==> src/rtl/spike_aer_tx.sv <==
// spike_aer_tx: address-event transmitter for the LIF neuron array.
// Each strobed spike frame is captured in a snapshot register. A scanner then
// emits one event per set bit, lowest neuron index first, into a small FIFO.
// The FIFO drains over a valid/ready handshake.
// Optional feature macro AER_TS_EN: when defined, every event also carries
// the frame timestamp. When undefined, event_ts is tied to zero and the
// timestamp state is not built.
module spike_aer_tx #(
  parameter int N_NEURONS  = 8,
  parameter int ADDR_W     = 3,
  parameter int FIFO_DEPTH = 8,
  parameter int TS_W       = 8
) (
  input  logic                            clk,
  input  logic                            rst_n,
  input  logic [N_NEURONS-1:0]            spike_in,
  input  logic                            spike_valid,
  output logic                            event_valid,
  input  logic                            event_ready,
  output logic [ADDR_W-1:0]               event_addr,
  output logic [TS_W-1:0]                 event_ts,
  output logic                            overflow,
  output logic [$clog2(FIFO_DEPTH):0]     fifo_level,
  output logic                            busy
);

  localparam int PTR_W = $clog2(FIFO_DEPTH);
  localparam int LVL_W = PTR_W + 1;
`ifdef AER_TS_EN
  localparam int ENT_W = ADDR_W + TS_W;
`else
  localparam int ENT_W = ADDR_W;
`endif

  logic [N_NEURONS-1:0] pend_q, pend_d;
  logic                 overflow_q, overflow_d;
  logic [PTR_W-1:0]     wr_ptr_q, wr_ptr_d, rd_ptr_q, rd_ptr_d;
  logic [LVL_W-1:0]     level_q, level_d;
  logic [ENT_W-1:0]     mem_q [FIFO_DEPTH];
  logic [ENT_W-1:0]     wr_data, head;

  logic [ADDR_W-1:0]    low_idx;
  logic [N_NEURONS-1:0] pend_low_clr;
  logic                 full, push, pop, accept, drop;

`ifdef AER_TS_EN
  logic [TS_W-1:0] ts_cnt_q, ts_cnt_d, pend_ts_q, pend_ts_d;
`endif

  // Lowest set index of the snapshot; the downward loop leaves the smallest hit.
  always_comb begin
    low_idx = '0;
    for (int i = N_NEURONS - 1; i >= 0; i--) begin
      if (pend_q[i]) low_idx = ADDR_W'(i);
    end
  end

  // Scanner / FIFO handshake decode and the frame accept-or-drop decision.
  always_comb begin
    pend_low_clr = pend_q & (pend_q - N_NEURONS'(1));
    full         = (level_q == LVL_W'(FIFO_DEPTH));
    push         = (pend_q != '0) && !full;
    pop          = event_valid && event_ready;
    // A one-hot snapshot whose bit leaves this cycle frees the register in time.
    accept       = (pend_q == '0) || ((pend_low_clr == '0) && push);
    drop         = spike_valid && !accept && (spike_in != '0);
`ifdef AER_TS_EN
    wr_data      = {low_idx, pend_ts_q};
`else
    wr_data      = low_idx;
`endif
  end

  // Next-state for snapshot, sticky overflow, FIFO pointers and occupancy.
  always_comb begin
    pend_d     = pend_q;
    overflow_d = overflow_q | drop;
    wr_ptr_d   = wr_ptr_q;
    rd_ptr_d   = rd_ptr_q;
    level_d    = level_q;
    if (push) pend_d = pend_low_clr;
    if (spike_valid && accept) pend_d = spike_in;
    if (push) wr_ptr_d = wr_ptr_q + PTR_W'(1);
    if (pop)  rd_ptr_d = rd_ptr_q + PTR_W'(1);
    case ({push, pop})
      2'b10:   level_d = level_q + LVL_W'(1);
      2'b01:   level_d = level_q - LVL_W'(1);
      default: level_d = level_q;
    endcase
  end

`ifdef AER_TS_EN
  // Frame counter advances on every strobe; the pre-increment value tags the frame.
  always_comb begin
    ts_cnt_d  = spike_valid ? ts_cnt_q + TS_W'(1) : ts_cnt_q;
    pend_ts_d = (spike_valid && accept) ? ts_cnt_q : pend_ts_q;
  end

  // Timestamp state registers.
  always_ff @(posedge clk) begin
    if (!rst_n) begin
      ts_cnt_q  <= '0;
      pend_ts_q <= '0;
    end else begin
      ts_cnt_q  <= ts_cnt_d;
      pend_ts_q <= pend_ts_d;
    end
  end
`endif

  // Control state registers; reset discards snapshot and buffered events.
  always_ff @(posedge clk) begin
    if (!rst_n) begin
      pend_q     <= '0;
      overflow_q <= 1'b0;
      wr_ptr_q   <= '0;
      rd_ptr_q   <= '0;
      level_q    <= '0;
    end else begin
      pend_q     <= pend_d;
      overflow_q <= overflow_d;
      wr_ptr_q   <= wr_ptr_d;
      rd_ptr_q   <= rd_ptr_d;
      level_q    <= level_d;
    end
  end

  // Event storage; contents need no reset because outputs are masked when empty.
  always_ff @(posedge clk) begin
    if (push) mem_q[wr_ptr_q] <= wr_data;
  end

  // Head entry drives the outputs directly; zeroed while the FIFO is empty.
  always_comb begin
    head        = mem_q[rd_ptr_q];
    event_valid = (level_q != '0);
    fifo_level  = level_q;
    overflow    = overflow_q;
    busy        = (pend_q != '0);
`ifdef AER_TS_EN
    event_addr  = event_valid ? head[ENT_W-1:TS_W] : '0;
    event_ts    = event_valid ? head[TS_W-1:0] : '0;
`else
    event_addr  = event_valid ? head : '0;
    event_ts    = '0;
`endif
  end

endmodule

==> config.mk <==
export PLATFORM = sky130hd
export DESIGN_NAME = spike_aer_tx
export DESIGN_NICKNAME = d
export VERILOG_FILES = /design/src/rtl/spike_aer_tx.sv
export SDC_FILE = /design/constraint.sdc
export NUM_CORES = 1
export LEC_CHECK = 0
export BUFFER_PORTS_ARGS = -buffer_cell sky130_fd_sc_hd__buf_2
export CAP_MARGIN = 20
export CORE_UTILIZATION = 40
export DETAILED_ROUTE_END_ITERATION = 7
export SLEW_MARGIN = 20
export SYNTH_ARGS = -nofsm -noshare
export SYNTH_HDL_FRONTEND = slang
export SYNTH_SLANG_ARGS = --single-unit
==> constraint.sdc <==
create_clock -name clk -period 2.7 [get_ports clk]
set_input_delay 0.135 -clock clk [delete_from_list [all_inputs] [get_ports clk]]
set_output_delay 0.135 -clock clk [all_outputs]
set_load 0.05 [all_outputs]
==> results.toml <==
[drt]
wl_per_cell_um = 13.3
routed_wl_um = 4090
via_per_inst = 5.20
dr_total_vias = 1595
ant_nets = 0
drt-initial-drc-count = 109
dr.pass1.iters = 4
drc_errors = 0

[clocking]
cts.clk_slew.worst_paths_ns = 0.08
cts_resized = 0
cts-buffers-inserted = 5
cts-root-buf = "clkbuf_8"
post_cts_buffers = 0
numClockSinks = 46
cts_buffer_depth = 2
cts_tree = "built"
hold_buffers = 0
clk-insertion-delay-late_ns = 0.30
htree_levels = 2

[die]
rows = 27
core_area_um2 = 5610
io_pins = 30
die_w_um = 79.2
dieArea_um2 = 6270
start_util = 0.425
die_h_um = 79.2

[timing]
finalCritPeriodShare = 0.876
tightest_slew_ns = 0.608
maxSlewViolCount = 0
fin_setup_tns_ns = 0
worst_slack_ns = 0.334
finalHoldViolCount = 0
slew_headroom = 0.593
whs_ns = 0.0962
fin_skew_ns = 0.00238
fmax_ghz = 0.423
grt_setup_unrepaired = "false"
setup_viol = 0
period_needed_ns = 2.37

[critical_path]
arrival_ns = 2.60
path_cells = "nor4_1 > a21oi_1 > clkinv_1 > ha_1 > ha_1 > a21o_1 > a21oi_1 > mux2i_1 > mux2i_1"
slowest_stage = "nor4_1"
critPathRequiredTime_ns = 2.94
cpPeakStageDelay_ns = 0.46
r2r_slack_ns = 0.33
cp-end-kind = "register"
cp_max_fo = 11
path_delay_family = "compound AO/OA/AOI/OAI gates"
worstSetupPathType = "reg2reg"
start_kind = "register"
path_buf_inv = 1

[global_routing]
antenna_found_initial = 0
grt_max_degree = 23
grt_pass1_vias = 1459
grt-ovfl-total = 0
grt_pass1_wl_um = 6910
grt_use_total = 0.145

[placement]
post-place-ws_ns = 0.335
port_buffers = 21
dp_hpwl_um = 3040
routabilityCongestion = 0.762
dpl_cell_area_um2 = 2510

[synthesis]
async_flop_share = 0
synth_xor_area_frac = 0.0221
syn_area_um2 = 2380
synth.mux.area_fraction = 0.0777
seq_area_frac_synth = 0.487
synth_top_family_by_area = "simple AND/OR/NAND/NOR gates"
synth_compound_area_frac = 0.144
synth-edff-count = 24
ys.flop_type = "edfxtp_1"
synthDistinctLibCells = 48
synth_simple_gate_area_frac = 0.152
ys.warnings.count = 0
ys_ff_latch = 46
syn_inst = 212
synthAdderAreaFrac = 0.0347
syn_area_per_cell_um2 = 11.2

[layout]
design_area_um2 = 2630
fin_nets = 252
n_antenna_cell = 0
syn_to_final_growth_pct = 10.2
drive_gt1_frac = 0.260

[job]
cap_viol_max_count = 0

[min_path]
min_path_type = "in2reg"

[run_status]
status = "finished clean"
[per-stage QoR]
| stage | util | cells |
|---|---|---|
| final | 0.468 | 307 |
| after global routing | 0.468 | 307 |
| after CTS | 0.468 | 307 |
| after detailed placement | 0.448 | 299 |
| after global placement | 0.448 | 299 |
| after floorplan | - | 219 |
[layout make-up]
type,instances,area [um^2]
fill,541,2980
sequential,46,1160
clock buffer,6,72.6
tap,72,90.1
inverter,9,33.8
multi-input combinational,144,1070
timing repair buffer,28,158
clock inverter,2,37.5
[cell families (layout without fill, tap and decap cells)]
logic type	count (synthesis)	count (layout)
compound gates	43	43
xor+xnor	6	6
fa+ha+maj	6	6
buf+inv	29	45
flops	46	46
mux	11	11
other cells	1	8
simple gates	70	70
[sequential cells by signal, indices dropped and copies added, names as in the netlist, named ones only]
register,count
mem_q,24
rd_ptr_q,3
fifo_level,4
pend_q,8
wr_ptr_q,3
overflow,1
[Yosys cell counts, types with 2 or more instances]
| library cell | instances | area share |
|---|---|---|
| mux2i_1 | 5 | 0.021 |
| nand2b_1 | 3 | 0.0079 |
| buf_4 | 10 | 0.032 |
| nor2_1 | 12 | 0.019 |
| nor4_1 | 7 | 0.018 |
| nand2_1 | 21 | 0.033 |
| dfxtp_1 | 22 | 0.18 |
| o21a_1 | 4 | 0.013 |
| a31oi_1 | 5 | 0.013 |
| inv_1 | 8 | 0.013 |
| mux4_2 | 6 | 0.057 |
| o21ai_0 | 5 | 0.011 |
| buf_6 | 5 | 0.024 |
| xnor2_1 | 5 | 0.018 |
| and2_1 | 9 | 0.024 |
| a21oi_1 | 5 | 0.011 |
| o31ai_2 | 7 | 0.037 |
| edfxtp_1 | 24 | 0.30 |
| clkbuf_1 | 3 | 0.0047 |
| a211oi_1 | 3 | 0.0095 |
| a21boi_0 | 3 | 0.0095 |
| nand3_1 | 3 | 0.0063 |
| ha_1 | 5 | 0.026 |
| o311ai_0 | 2 | 0.0074 |
| or4_4 | 2 | 0.0095 |
| nor3_1 | 6 | 0.013 |
[metal layers]
metal  global-route usage  routed length (um)
met4               0.0545                  70
met2                0.228                1860
met5                    0                   0
met1                0.192                1990
met3               0.0379                 161
[cells in the final DEF (no fill, tap or decap), drive strengths merged, types with 6 or more instances in the layout]
master and n:
buf 28, clkbuf 6, dfxtp 22, nor4 7, nor3 6, inv 8
o31ai 7, nor2 12, nand2 21, and2 9, edfxtp 24, mux4 6
conb 8
[final timing paths]
path / cells after the start / endpoint / start
max: 9 / fifo_level[3]$_SDFFE_PN0P_ / pend_q[4]$_SDFFE_PN0P_
min: 3 / pend_q[4]$_SDFFE_PN0P_ / spike_in[4]
max reg2reg: 9 / fifo_level[3]$_SDFFE_PN0P_ / pend_q[4]$_SDFFE_PN0P_
min reg2reg: 1 / overflow$_SDFF_PN0_ / overflow$_SDFF_PN0_
[worst register-to-register path, cell delays in order (launching register included)]
cell      delay [ns]
dfxtp_1         0.40
nor4_1          0.46
a21oi_1         0.16
clkinv_1        0.09
ha_1            0.20
ha_1            0.24
a21o_1          0.17
a21oi_1         0.16
mux2i_1         0.23
mux2i_1         0.19
Power is not shown: default switching activity piles up to over one toggle a cycle in this logic, so the estimate is an artifact.
